## config.mk

```make
export PLATFORM = sky130hd
export DESIGN_NAME = sevenseg_decoder
export DESIGN_NICKNAME = d
export VERILOG_FILES = /design/src/rtl/sevenseg_decoder.sv
export SDC_FILE = /design/constraint.sdc
export NUM_CORES = 1
export LEC_CHECK = 0
export ABC_AREA = 1
export CORE_MARGIN = 3
export CORE_UTILIZATION = 50
export CTS_CLUSTER_SIZE = 24
export DETAILED_ROUTE_END_ITERATION = 12
export MAX_ROUTING_LAYER = met4
export PLACE_DENSITY = 0.7
export SLEW_MARGIN = 5
export SYNTH_ARGS = -nofsm -noshare
export SYNTH_HDL_FRONTEND = slang
export SYNTH_SLANG_ARGS = --single-unit
```

## constraint.sdc

```tcl
create_clock -name clock -period 5.1 [get_ports clock]
set_input_delay 1.02 -clock clock [delete_from_list [all_inputs] [get_ports clock]]
set_output_delay 1.02 -clock clock [all_outputs]
set_load 0.005 [all_outputs]
```

## src/rtl/sevenseg_decoder.sv

```systemverilog
// -----------------------------------------------------------------------------
// sevenseg_decoder
//
// Receive-side decoder for a multiplexed 7-segment display bus. The anode,
// segment (and optionally dot-point) lines are synchronized. Each scan slot
// must hold steady for STABLE_CYCLES cycles before it is captured. A captured
// pattern is decoded back into a hex digit for the slot selected by the
// one-hot anode enable. Used for board self-test and for loopback checking of
// the display driver.
//
// Parameters:
//   STABLE_CYCLES   cycles the synchronized bus must stay unchanged before a
//                   capture (>= 2)
//   TIMEOUT_CYCLES  cycles without a capture of a digit before its valid
//                   flag clears
//
// Optional feature macro: DP_CAPTURE_EN
//   defined   : dp is synchronized, takes part in the stability check, and is
//               captured into dp_out[upd_idx]
//   undefined : dp is ignored and dp_out is tied to 0
//
// Ports:
//   clock      in   system clock, rising edge
//   reset_n    in   asynchronous active-low reset (release synchronized here)
//   seg[6:0]   in   segment lines {g,f,e,d,c,b,a}, active-high
//   dp         in   dot-point line, active-high
//   an[3:0]    in   one-hot anode enables, an[0] = units digit
//   dig0..dig3 out  recovered hex value per digit
//   valid[3:0] out  digit holds a fresh, legal decode
//   err[3:0]   out  last capture of the digit was an illegal pattern
//   upd        out  one-cycle pulse on every capture
//   upd_idx    out  digit index captured on the upd cycle
//   dp_out     out  captured dot-point per digit
// -----------------------------------------------------------------------------
module sevenseg_decoder #(
  parameter int STABLE_CYCLES  = 16,
  parameter int TIMEOUT_CYCLES = 524288
) (
  input  logic       clock,
  input  logic       reset_n,
  input  logic [6:0] seg,
  input  logic       dp,
  input  logic [3:0] an,
  output logic [3:0] dig0,
  output logic [3:0] dig1,
  output logic [3:0] dig2,
  output logic [3:0] dig3,
  output logic [3:0] valid,
  output logic [3:0] err,
  output logic       upd,
  output logic [1:0] upd_idx,
  output logic [3:0] dp_out
);

  localparam int CNT_W = $clog2(STABLE_CYCLES + 1);
  localparam int TMO_W = $clog2(TIMEOUT_CYCLES + 1);
`ifdef DP_CAPTURE_EN
  localparam int BUS_W = 12;
`else
  localparam int BUS_W = 11;
`endif

  typedef enum logic [1:0] {IDLE, SETTLE, CAPTURED} state_e;

  // Reset: asserts asynchronously, releases on a clock edge.
  logic [1:0] rst_sync_q;
  logic       rst_n;

  always_ff @(posedge clock or negedge reset_n) begin
    if (!reset_n) rst_sync_q <= 2'b00;
    else          rst_sync_q <= {rst_sync_q[0], 1'b1};
  end
  assign rst_n = rst_sync_q[1];

  // Raw bus, packed as {[dp,] an, seg}.
  logic [BUS_W-1:0] bus_raw;
`ifdef DP_CAPTURE_EN
  assign bus_raw = {dp, an, seg};
`else
  logic unused_dp;
  assign unused_dp = dp;
  assign bus_raw   = {an, seg};
`endif

  // Two-flop synchronizer plus a one-cycle-delayed copy for change detection.
  logic [BUS_W-1:0] bus_m_q, bus_s_q, bus_p_q;

  logic [6:0] seg_s;
  logic [3:0] an_s;
  assign seg_s = bus_s_q[6:0];
  assign an_s  = bus_s_q[10:7];

  state_e           state_q, state_d;
  logic [CNT_W-1:0] cnt_q, cnt_d;
  logic [TMO_W-1:0] tmo_q [4];
  logic [TMO_W-1:0] tmo_d [4];
  logic [3:0]       dig_q [4];
  logic [3:0]       dig_d [4];
  logic [3:0]       valid_q, valid_d;
  logic [3:0]       err_q, err_d;
  logic             upd_q, upd_d;
  logic [1:0]       upd_idx_q, upd_idx_d;
  logic [3:0]       dp_out_q, dp_out_d;

  logic       changed, onehot, capture;
  logic [1:0] idx;
  logic [4:0] dec;   // {legal, value}

  // Inverse of the hex segment table; anything else is illegal.
  function automatic logic [4:0] decode(input logic [6:0] p);
    case (p)
      7'b0111111: decode = {1'b1, 4'h0};
      7'b0000110: decode = {1'b1, 4'h1};
      7'b1011011: decode = {1'b1, 4'h2};
      7'b1001111: decode = {1'b1, 4'h3};
      7'b1100110: decode = {1'b1, 4'h4};
      7'b1101101: decode = {1'b1, 4'h5};
      7'b1111101: decode = {1'b1, 4'h6};
      7'b0000111: decode = {1'b1, 4'h7};
      7'b1111111: decode = {1'b1, 4'h8};
      7'b1101111: decode = {1'b1, 4'h9};
      7'b1110111: decode = {1'b1, 4'hA};
      7'b1111100: decode = {1'b1, 4'hB};
      7'b0111001: decode = {1'b1, 4'hC};
      7'b1011110: decode = {1'b1, 4'hD};
      7'b1111001: decode = {1'b1, 4'hE};
      7'b1110001: decode = {1'b1, 4'hF};
      default:    decode = 5'b0_0000;
    endcase
  endfunction

  always_comb begin
    // NOTE: every combinational output gets a default first so no path can
    // leave it unassigned and infer a latch.
    changed = (bus_s_q != bus_p_q);
    onehot  = (an_s != 4'b0000) && ((an_s & (an_s - 4'd1)) == 4'b0000);
    dec     = decode(seg_s);
    idx     = 2'd0;
    case (an_s)
      4'b0010: idx = 2'd1;
      4'b0100: idx = 2'd2;
      4'b1000: idx = 2'd3;
      default: idx = 2'd0;
    endcase

    // Counter value k means the bus has been unchanged for k edges.
    if (changed)                                  cnt_d = '0;
    else if (cnt_q == CNT_W'(STABLE_CYCLES))      cnt_d = cnt_q;
    else                                          cnt_d = cnt_q + CNT_W'(1);

    capture = (state_q == SETTLE) && onehot && !changed &&
              (cnt_q == CNT_W'(STABLE_CYCLES - 1));

    state_d = state_q;
    case (state_q)
      IDLE:     if (onehot) state_d = SETTLE;
      SETTLE:   if (!onehot)     state_d = IDLE;
                else if (capture) state_d = CAPTURED;
      CAPTURED: if (changed) state_d = onehot ? SETTLE : IDLE;
      default:  state_d = IDLE;
    endcase

    upd_d     = capture;
    upd_idx_d = capture ? idx : upd_idx_q;
    valid_d   = valid_q;
    err_d     = err_q;
    dp_out_d  = dp_out_q;

    for (int i = 0; i < 4; i++) begin
      dig_d[i] = dig_q[i];
      if (capture && idx == 2'(i)) begin
        tmo_d[i] = '0;
        if (dec[4]) begin
          dig_d[i]   = dec[3:0];
          valid_d[i] = 1'b1;
          err_d[i]   = 1'b0;
        end else begin
          valid_d[i] = 1'b0;
          err_d[i]   = 1'b1;
        end
`ifdef DP_CAPTURE_EN
        dp_out_d[i] = bus_s_q[11];
`endif
      end else begin
        tmo_d[i] = (tmo_q[i] == TMO_W'(TIMEOUT_CYCLES)) ? tmo_q[i]
                                                         : tmo_q[i] + TMO_W'(1);
        // Stale digit: valid drops on the edge the counter reaches the limit.
        if (tmo_d[i] == TMO_W'(TIMEOUT_CYCLES)) valid_d[i] = 1'b0;
      end
    end
  end

  // NOTE: state is updated only with non-blocking assignments so every flop
  // samples the pre-edge values regardless of statement order.
  always_ff @(posedge clock or negedge rst_n) begin
    if (!rst_n) begin
      bus_m_q   <= '0;
      bus_s_q   <= '0;
      bus_p_q   <= '0;
      state_q   <= IDLE;
      cnt_q     <= '0;
      valid_q   <= '0;
      err_q     <= '0;
      upd_q     <= 1'b0;
      upd_idx_q <= '0;
      dp_out_q  <= '0;
      // NOTE: the per-digit arrays are only four entries of flops, so they
      // are reset like any other register rather than treated as a RAM.
      for (int i = 0; i < 4; i++) begin
        dig_q[i] <= '0;
        tmo_q[i] <= '0;
      end
    end else begin
      bus_m_q   <= bus_raw;
      bus_s_q   <= bus_m_q;
      bus_p_q   <= bus_s_q;
      state_q   <= state_d;
      cnt_q     <= cnt_d;
      valid_q   <= valid_d;
      err_q     <= err_d;
      upd_q     <= upd_d;
      upd_idx_q <= upd_idx_d;
      dp_out_q  <= dp_out_d;
      for (int i = 0; i < 4; i++) begin
        dig_q[i] <= dig_d[i];
        tmo_q[i] <= tmo_d[i];
      end
    end
  end

  assign dig0    = dig_q[0];
  assign dig1    = dig_q[1];
  assign dig2    = dig_q[2];
  assign dig3    = dig_q[3];
  assign valid   = valid_q;
  assign err     = err_q;
  assign upd     = upd_q;
  assign upd_idx = upd_idx_q;
`ifdef DP_CAPTURE_EN
  assign dp_out  = dp_out_q;
`else
  assign dp_out  = 4'b0000;
`endif

endmodule
```

==> qor.yml, run 1 <==
outcome: "finished clean"
ir_drop_v: 0.000246
r2r_end: "dig0[0]$_DFFE_PN0P_"
rsz0062_at_grt: "false"
clock_path_buffers: 2
area_delta_synth_final_pct: 13.7
fmax_mhz: 412
end_kind: "flop"
cts-htree-levels: 4
path_max_fanout: 25
slew_violations: 0
drtIter0Drc: 471
core_area_um2: 16000
async_flop_share_pct: 100
fin_skew_ps: 11.2
cp_slowest_cell: "nor2_4"
synth-seq-cells: 149
postCtsSetupRepairBufs: 0
portBuffers: 39
setup-tns-final_ps: 0
syn_avg_cell_area_um2: 7.48
hp-class: "flop to async pin"
ys_warn_count: 0
final_antenna_net_count: 0
cpPeakStageDelay_ps: 530
fill_cells: 1534
cts_sinks: 149
synth_edf_count: 0
gr-usage-all-layers_pct: 21.1
p_per_area_nw_per_um2: 268
ys_types: 37
hpwl_um: 12900
wire_per_inst_um: 12.9
use_met3_pct: 4.39
die_h_um: 134
die-area_um2: 18100
grt-busiest-layer: "met2"
die_w_um: 134
synth_seq_area_share_pct: 45.2
route.detailed.drc: 0
root_buffer: "clkbuf_16"
hold_violations: 0
fin_nets: 1174
setup_viol: 0
grt_pass1_wl_um: 30000
rows: 46
grtUsageMet2_pct: 32.5
setup_ws_ps: 2680
synth_flop_cell: "dfrtp_1"
finalCritPeriodShare_pct: 47.5
antenna_cells: 0
place_congestion: 0.894
crit_arrival_ps: 2750
start_util_pct: 51.5
vias: 6928
grt.overflow.total: 0
startpoint_type: "flop"
crit_family: "simple AND/OR/NAND/NOR gates"
grt_util_met1_pct: 28.4
rrSetupSlack_ps: 2680
max_cap_viol_count: 0
cp_cell_sequence: "nor2_1 -> inv_1 -> nand2_1 -> nand2_1 -> nor2_4 -> nand4_4 -> nor2_4 -> nand2_1 -> nor2_1 -> nor2_1"
hold_slack_ps: 328
p_leak_nw: 4.56
path_clk_slew_ps: 70
routed_wl_um: 17800
cts_hold_buf: 0
pre_cts_ws_ps: 2700
syn_area_um2: 8240
grt_pass1_vias: 6459
maxSlewHeadroom_pct: 55.3
cts_resized: 0
grt_max_degree: 54
worst_pin_slew_ps: 671
required_ps: 5420
ios: 45
min_period_ps: 2420
vias_per_cell: 5.03
cts_tree: "yes"
antenna_found_initial: 0
critPathBufInv: 1
insertion_delay_ps: 440
r2r_start: "bus_s_q[9]$_DFF_PN0_"
reg2reg_depth: 10
synthCells: 1102
drive_gt1_share_pct: 5.59
cts-buffers-inserted: 17
firstDrtPassIters: 6
criticalPathCategory: "flop to flop"
cp.depth: 10
-- worst max path at each step --
stage | from | end | slack, ps
6_report | bus_s_q[9]$_DFF_PN0_ | dig0[0]$_DFFE_PN0P_ | 2680
5_1_grt | cnt_q[0]$_DFFE_PN0P_ | dig0[2]$_DFFE_PN0P_ | 2410
4_1_cts | cnt_q[0]$_DFFE_PN0P_ | dig0[0]$_DFFE_PN0P_ | 2670
3_5_place_dp | cnt_q[0]$_DFFE_PN0P_ | dig0[1]$_DFFE_PN0P_ | 2700
3_3_place_gp | cnt_q[0]$_DFFE_PN0P_ | dig0[1]$_DFFE_PN0P_ | 2750
2_1_floorplan | rst_sync_q[1]$_DFF_PN0_ | bus_m_q[0]$_DFF_PN0_ | 640
-- metal layers --
layer | vias up | share of wire (%)
met2 | 132 | 46
met4 | 0 | 1.3
met1 | 3198 | 48
met3 | 24 | 4.2
li1 | 3574 | -
met5 | - | 0
-- metrics by stage --
step / total power [mW] / utilization, % / instances / instance area [µm²]
finish: 2.51 / 58.6 / 1378 / 9370
global placement: 1.31 / 55.0 / 1346 / 8800
detailed placement: 1.31 / 55.0 / 1346 / 8800
floorplan: 1.29 / - / 1105 / 8260
CTS: 2.53 / 58.6 / 1378 / 9370
global route: 2.59 / 58.6 / 1378 / 9370
-- cell type report --
class | count | area (µm²) | share of cell area, %
sequential | 149 | 3730 | 39.8
timing repair buffer | 41 | 405 | 4.32
clock buffer | 18 | 439 | 4.68
tap | 216 | 270 | 2.88
inverter | 139 | 523 | 5.58
clock inverter | 14 | 133 | 1.41
multi-input combinational | 801 | 3870 | 41.3
-- flip-flops by register name, indices dropped and copies added, names as in the netlist --
name and count:
tmo_q 80, bus_m_q 11, bus_p_q 11, bus_s_q 11
cnt_q 5, dig0 4, dig1 4, dig2 4
dig3 4, err 4, valid 4, rst_sync_q 2
state_q 2, upd_idx 2, upd 1
-- placed cells by master, fill, tap and decap left out, drive strengths merged, types with 18 or more instances in the layout --
cell / instances
o21ai: 24
nand4: 50
inv: 148
xor2: 30
clkdlybuf4s50: 39
clkbuf: 18
a21oi: 36
nand3: 84
nand2: 291
nor2: 227
dfrtp: 149
-- synthesized netlist by cell type, types with 2 or more instances --
master | number | share of area [%]
nand3_1 | 81 | 4.9
inv_1 | 134 | 6.1
o21ai_1 | 5 | 0.30
nor2_8 | 3 | 0.73
nor3_1 | 16 | 0.97
nor2_1 | 216 | 9.8
nand3b_1 | 4 | 0.36
buf_4 | 6 | 0.55
nand2_2 | 3 | 0.23
or2_2 | 3 | 0.23
dfrtp_1 | 149 | 45
buf_6 | 6 | 0.82
nor2_4 | 6 | 0.82
nand4_1 | 49 | 3.7
inv_2 | 4 | 0.18
xnor2_1 | 11 | 1.2
o21ai_0 | 18 | 1.1
ha_1 | 11 | 1.7
nor2_2 | 2 | 0.15
nand3_4 | 3 | 0.64
a21oi_1 | 35 | 2.1
o21bai_1 | 2 | 0.18
nand2_4 | 2 | 0.27
conb_1 | 2 | 0.091
nand2_1 | 286 | 13
buf_2 | 4 | 0.24
o31ai_1 | 2 | 0.18
xor2_1 | 30 | 3.2
-- power breakdown --
| part | leakage (nW) | internal [mW] | switching (mW) |
|---|---|---|---|
| logic | 2.33 | 0.0219 | 0.0471 |
| registers | 1.96 | 1.20 | 0.0190 |
| clock network | 0.278 | 0.660 | 0.563 |
| total | 4.56 | 1.88 | 0.629 |
-- worst reg2reg max path: stages (launching register included) --
cell and delay (ps):
dfrtp_1 450, nor2_1 200, inv_1 80, nand2_1 70, nand2_1 100, nor2_4 180
nand4_4 200, nor2_4 530, nand2_1 280, nor2_1 170, nor2_1 60
-- cell families (layout without fill, tap and decap cells) --
kind of cell / Yosys count / in the layout / share of synthesized area (%)
buffers and inverters: 155 / 212 / 7.95
flip-flops: 149 / 149 / 45.2
AO/OA/AOI/OAI: 67 / 67 / 4.37
adder cells (fa/ha/maj): 11 / 11 / 1.67
other: 2 / 5 / 0.0911
AND/OR/NAND/NOR: 677 / 677 / 36.3
XOR/XNOR: 41 / 41 / 4.36
Note: power is estimated with default switching activity, not from simulation.
==> inputs of run 2 (changes only) <==
clock period = 2.4 ns   (was 5.1 ns; I/O delays follow)
==> run 2 against run 1 <==
Via count rose by 0.78%. Cell area rose by 1.1%. Global-route usage rose by 0.37 points. Maximum frequency rose by 12%. Non-clock buffer count rose by 5. Clock power rose by 120%. First-iteration DRC count rose by 14%. Final cell count rose by 0.36%. Combinational power rose by 130%. Largest cell class unchanged. Highest routed layer unchanged.
==> qor.yml, run 2 (same netlist as run 1, synthesis figures left out) <==
outcome: "finished clean"  # unchanged
fin_cells: 1383  # was 1378
clock_path_buffers: 2  # unchanged
root_buffer: "clkbuf_16"  # unchanged
fin_skew_ps: 10.4  # was 11.2 ps
r2r_start: "tmo_q[0]$_DFF_PN0_"  # was bus_s_q[9]$_DFF_PN0_
ir_drop_v: 0.000761  # was 0.000246 V
rsz0062_at_grt: "false"  # unchanged
layout_commonest_cell: "nand2_1"  # unchanged
dpl_cell_area_um2: 8880  # was 8800 µm²
startpoint_type: "flop"  # unchanged
gr-usage-all-layers_pct: 21.5  # was 21.1%
max_cap_viol_count: 0  # unchanged
fmax_mhz: 463  # was 412 MHz
cts_hold_buf: 0  # unchanged
antenna_cells: 0  # unchanged
slew_violations: 0  # unchanged
vias: 6982  # was 6928
criticalPathCategory: "flop to flop"  # unchanged
path_clk_slew_ps: 60  # was 70 ps
ios: 45  # unchanged
crit_arrival_ps: 2470  # was 2750 ps
regArea_um2: 3730  # unchanged
largest_reg_flops: 80  # unchanged
path_max_fanout: 8  # was 25
core_area_um2: 16000  # unchanged
hpwl_um: 13000  # was 12900 µm
rrSetupSlack_ps: 240  # was 2680 ps
p_per_area_nw_per_um2: 574  # was 268 nW/µm²
min_period_ps: 2160  # was 2420 ps
cts_tree: "yes"  # unchanged
routed_wl_um: 17700  # was 17800 µm
fill_cells: 1491  # was 1534
hp-class: "primary input to async pin"  # was flop to async pin
cts-htree-levels: 4  # unchanged
grt_pass1_vias: 6563  # was 6459
postCtsSetupRepairBufs: 0  # unchanged
grt.overflow.total: 0  # unchanged
final_area_um2: 9480  # was 9370 µm²
drtIter0Drc: 538  # was 471
place_congestion: 0.926  # was 0.894
required_ps: 2720  # was 5420 ps
grt_pass1_wl_um: 30500  # was 30000 µm
final_antenna_net_count: 0  # unchanged
reg2reg_depth: 12  # was 10
r2r_end: "valid[3]$_DFFE_PN0P_"  # was dig0[0]$_DFFE_PN0P_
hold_slack_ps: 206  # was 328 ps
top_register: "tmo_q"  # unchanged
cts_resized: 0  # unchanged
grt_max_degree: 48  # was 54
cts-buffers-inserted: 17  # unchanged
drive_gt1_share_pct: 6.08  # was 5.59%
numPlacedInstances: 1351  # was 1346
rows: 46  # unchanged
die-area_um2: 18100  # unchanged
setup-tns-final_ps: 0  # unchanged
area_delta_synth_final_pct: 15.0  # was 13.7%
insertion_delay_ps: 430  # was 440 ps
die_h_um: 134  # unchanged
vias_per_cell: 5.05  # was 5.03
end_kind: "flop"  # unchanged
cts_sinks: 149  # unchanged
antenna_found_initial: 0  # unchanged
hold_violations: 0  # unchanged
fin_nets: 1179  # was 1174
finalCritPeriodShare_pct: 90.0  # was 47.5%
wire_per_inst_um: 12.8  # was 12.9 µm
multi_input_area_um2: 3870  # about the same
route.detailed.drc: 0  # unchanged
start_util_pct: 51.5  # unchanged
setup_viol: 0  # unchanged
portBuffers: 39  # unchanged
die_w_um: 134  # unchanged
firstDrtPassIters: 6  # unchanged
final_cell_mix: "286 x nand2_1, 215 x nor2_1, 148 x dfrtp_1, 134 x inv_1, 81 x nand3_1"  # was 286 x nand2_1, 216 x nor2_1, 148 x dfrtp_1, 134 x inv_1, 81 x nand3_1
p_leak_nw: 4.61  # was 4.56 nW
[run 2: changes by cell type in the layout (fill, tap and decap cells not counted), sizes merged]
| cell | previous run | this run |
|---|---|---|
| inv | 148 | 142 |
| buf | 2 | 7 |
| bufinv | 0 | 2 |
| clkinvlp | 2 | 4 |
| clkbuf | 18 | 19 |
| clkinv | 3 | 4 |
[run 2: where the power goes]
part	internal, mW	switching (mW)	total (mW)	leakage, nW
combinational	0.0521	0.105	0.157	2.36
clock	1.60	1.11	2.71	0.284
sequential	2.55	0.0331	2.58	1.96
total	4.20	1.25	5.44	4.61
[run 2: how the worst max path moves through the flow]
| stage | startpoint | endpoint | slack, ps | cells past startpoint |
|---|---|---|---|---|
| after floorplan | tmo_q[20]$_DFF_PN0_ | valid[2]$_DFFE_PN0P_ | 660 | 12 |
| after global placement | tmo_q[20]$_DFF_PN0_ | valid[2]$_DFFE_PN0P_ | 310 | 12 |
| after detailed placement | tmo_q[20]$_DFF_PN0_ | valid[2]$_DFFE_PN0P_ | 260 | 12 |
| after CTS | tmo_q[20]$_DFF_PN0_ | valid[2]$_DFFE_PN0P_ | 240 | 12 |
| after global routing | tmo_q[0]$_DFF_PN0_ | valid[3]$_DFFE_PN0P_ | 50 | 12 |
| final | tmo_q[0]$_DFF_PN0_ | valid[3]$_DFFE_PN0P_ | 240 | 12 |
[run 2: per-stage QoR]
stage | power [mW] | util (%) | setup slack, ps
global route | 5.64 | 59.2 | 47.7
global placement | 2.78 | 55.5 | 309
finish | 5.44 | 59.2 | 241
detailed placement | 2.79 | 55.5 | 263
floorplan | 2.73 | - | 664
CTS | 5.49 | 59.2 | 236
[run 2: area by class of cell]
type | instances | share of cell area, %
tap | 216 | 2.85
clock buffer | 19 | 4.78
inverter | 139 | 5.52
sequential | 149 | 39.4
multi-input combinational | 801 | 40.9
clock inverter | 13 | 1.54
timing repair buffer | 46 | 5.07
[run 2: routing by layer]
layer / global-route usage (%) / up-vias / routed length (µm) / share of wire [%]
met5: - / - / 0 / 0
met4: 5.60 / 0 / 267 / 1.5
met3: 4.95 / 25 / 771 / 4.4
met2: 32.7 / 145 / 8120 / 46
met1: 29.2 / 3237 / 8540 / 48
li1: - / 3575 / - / -
[run 2: worst max-delay path: stages, from the launching register on]
cell and delay (ps):
dfrtp_1 440, ha_1 220, nand3_1 120, nor2_2 350, nand2_1 190, nor2_1 130
nand2_1 50, nand2_1 90, nand3_1 70, nor2_1 150, nand3_1 120, nand3_1 80
nand2_1 50
==> inputs of run 3 (changes only) <==
clock period = 2.5 ns   (was 2.4 ns; I/O delays follow)
==> run 3 against run 2 <==
Worst setup slack better by 110 ps. First-iteration DRC count is 27% lower. Die area stayed put. Global-route usage is 0.48 points lower. Worst hold slack better by 27 ps. Critical endpoint is now valid[2]$_DFFE_PN0P_. Largest cell class unchanged.
==> qor.yml, run 3 (same netlist as run 1, synthesis figures left out) <==
criticalPathCategory: "flop to flop"  # unchanged
postCtsSetupRepairBufs: 0  # unchanged
drtIter0Drc: 395  # was 538
multi_input_area_um2: 3870  # about the same
path_clk_slew_ps: 60  # about the same
fmax_mhz: 465  # was 463 MHz
crit_arrival_ps: 2460  # was 2470 ps
grt_pass1_wl_um: 29900  # was 30500 µm
hp-class: "primary input to async pin"  # unchanged
insertion_delay_ps: 430  # about the same
fin_cells: 1384  # was 1383
final_antenna_net_count: 0  # unchanged
final_area_um2: 9500  # was 9480 µm²
max_cap_viol_count: 0  # unchanged
setup-tns-final_ps: 0  # unchanged
end_kind: "flop"  # unchanged
portBuffers: 39  # unchanged
p_per_area_nw_per_um2: 561  # was 574 nW/µm²
outcome: "finished clean"  # unchanged
clock_path_buffers: 2  # unchanged
layout_commonest_cell: "nand2_1"  # unchanged
wire_per_inst_um: 12.6  # was 12.8 µm
vias_per_cell: 4.96  # was 5.05
rsz0062_at_grt: "false"  # unchanged
hold_violations: 0  # unchanged
start_util_pct: 51.5  # unchanged
worst_pin_slew_ps: 679
ios: 45  # unchanged
p_leak_nw: 4.62  # was 4.61 nW
die_h_um: 134  # unchanged
min_period_ps: 2150  # was 2160 ps
hpwl_um: 13000  # unchanged
final_cell_mix: "286 x nand2_1, 216 x nor2_1, 148 x dfrtp_1, 134 x inv_1, 81 x nand3_1"  # was 286 x nand2_1, 215 x nor2_1, 148 x dfrtp_1, 134 x inv_1, 81 x nand3_1
required_ps: 2810  # was 2720 ps
antenna_cells: 0  # unchanged
grt_pass1_vias: 6431  # was 6563
hold_slack_ps: 233  # was 206 ps
setup_ws_ps: 350  # was 241 ps
antenna_found_initial: 0  # unchanged
maxSlewHeadroom_pct: 54.8
utilization_pct: 59.4  # was 59.2%
grt.overflow.total: 0  # unchanged
die_w_um: 134  # unchanged
finalCritPeriodShare_pct: 86.0  # was 90.0%
slew_violations: 0  # unchanged
ir_drop_v: 0.000538  # was 0.000761 V
path_max_fanout: 6  # was 8
regArea_um2: 3730  # unchanged
top_register: "tmo_q"  # unchanged
place_congestion: 0.916  # was 0.926
cts_resized: 0  # unchanged
route.detailed.drc: 0  # unchanged
numPlacedInstances: 1352  # was 1351
firstDrtPassIters: 7  # was 6
cts_sinks: 149  # unchanged
vias: 6867  # was 6982
cts_hold_buf: 0  # unchanged
cpPeakStageDelay_ps: 450  # was 440 ps
drive_gt1_share_pct: 5.91  # was 6.08%
fin_nets: 1180  # was 1179
startpoint_type: "flop"  # unchanged
fin_skew_ps: 9.56  # was 10.4 ps
pre_cts_ws_ps: 385  # was 263 ps
power.total_mw: 5.33  # was 5.44 mW
cts_tree: "yes"  # unchanged
cts-buffers-inserted: 17  # unchanged
die-area_um2: 18100  # unchanged
cts-htree-levels: 4  # unchanged
grt_max_degree: 50  # was 48
cp_cell_sequence: "ha_1 -> nand3_1 -> nor2_1 -> nand3b_1 -> nor2_1 -> nand2_1 -> nand2_1 -> nand2_1 -> nor2_1 -> nand3_1 -> nand3_1 -> nand2_1"  # was ha_1 -> nand3_1 -> nor2_2 -> nand2_1 -> nor2_1 -> nand2_1 -> nand2_1 -> nand3_1 -> nor2_1 -> nand3_1 -> nand3_1 -> nand2_1
largest_reg_flops: 80  # unchanged
fill_cells: 1480  # was 1491
rows: 46  # unchanged
cp_slowest_cell: "dfrtp_1"  # unchanged
core_area_um2: 16000  # unchanged
setup_viol: 0  # unchanged
dpl_cell_area_um2: 8870  # was 8880 µm²
cp_common_cell: "nand2_1"
root_buffer: "clkbuf_16"  # unchanged
routed_wl_um: 17400  # was 17700 µm
gr-usage-all-layers_pct: 21.0  # was 21.5%
area_delta_synth_final_pct: 15.2  # was 15.0%
[run 3: per-layer routing]
layer  vias to the layer above  track usage [%]  share of wire [%]
met1                      3141             28.0                 48
met3                        21             4.05                3.6
li1                       3581                -                  -
met5                         -                -                  0
met2                       124             32.4                 46
met4                         0             7.07                1.6
[run 3: area by class of cell]
class,instances,area share [%]
multi-input combinational,801,40.8
sequential,149,39.3
inverter,139,5.51
timing repair buffer,47,5.01
clock buffer,20,4.70
tap,216,2.85
clock inverter,12,1.88
[run 3: worst max-delay path, delay by kind of cell, from the launching register on]
family	cells	cell delay, ps
DFF	1	450
and+or+nand+nor	11	1380
adders and majority gates	1	220
[run 3: path summary, 6_finish.rpt]
check                                   startpoint                       to  slack [ps]  cells after the start
min reg2reg                   bus_m_q[0]$_DFF_PN0_     bus_s_q[0]$_DFF_PN0_         350                      0
max in group asynchronous  rst_sync_q[1]$_DFF_PN0_      tmo_q[45]$_DFF_PN0_        1420                      1
max                            tmo_q[20]$_DFF_PN0_     valid[2]$_DFFE_PN0P_         350                     12
min                                        reset_n  rst_sync_q[1]$_DFF_PN0_         230                      1
min in group clock            bus_m_q[0]$_DFF_PN0_     bus_s_q[0]$_DFF_PN0_         350                      0
max reg2reg                    tmo_q[20]$_DFF_PN0_     valid[2]$_DFFE_PN0P_         350                     12
[run 3: power breakdown]
part | internal [mW] | leakage, nW | total, mW | switching, mW
registers | 2.44 | 1.96 | 2.48 | 0.0403
clock network | 1.70 | 0.296 | 2.70 | 1.01
logic | 0.0520 | 2.37 | 0.146 | 0.0941
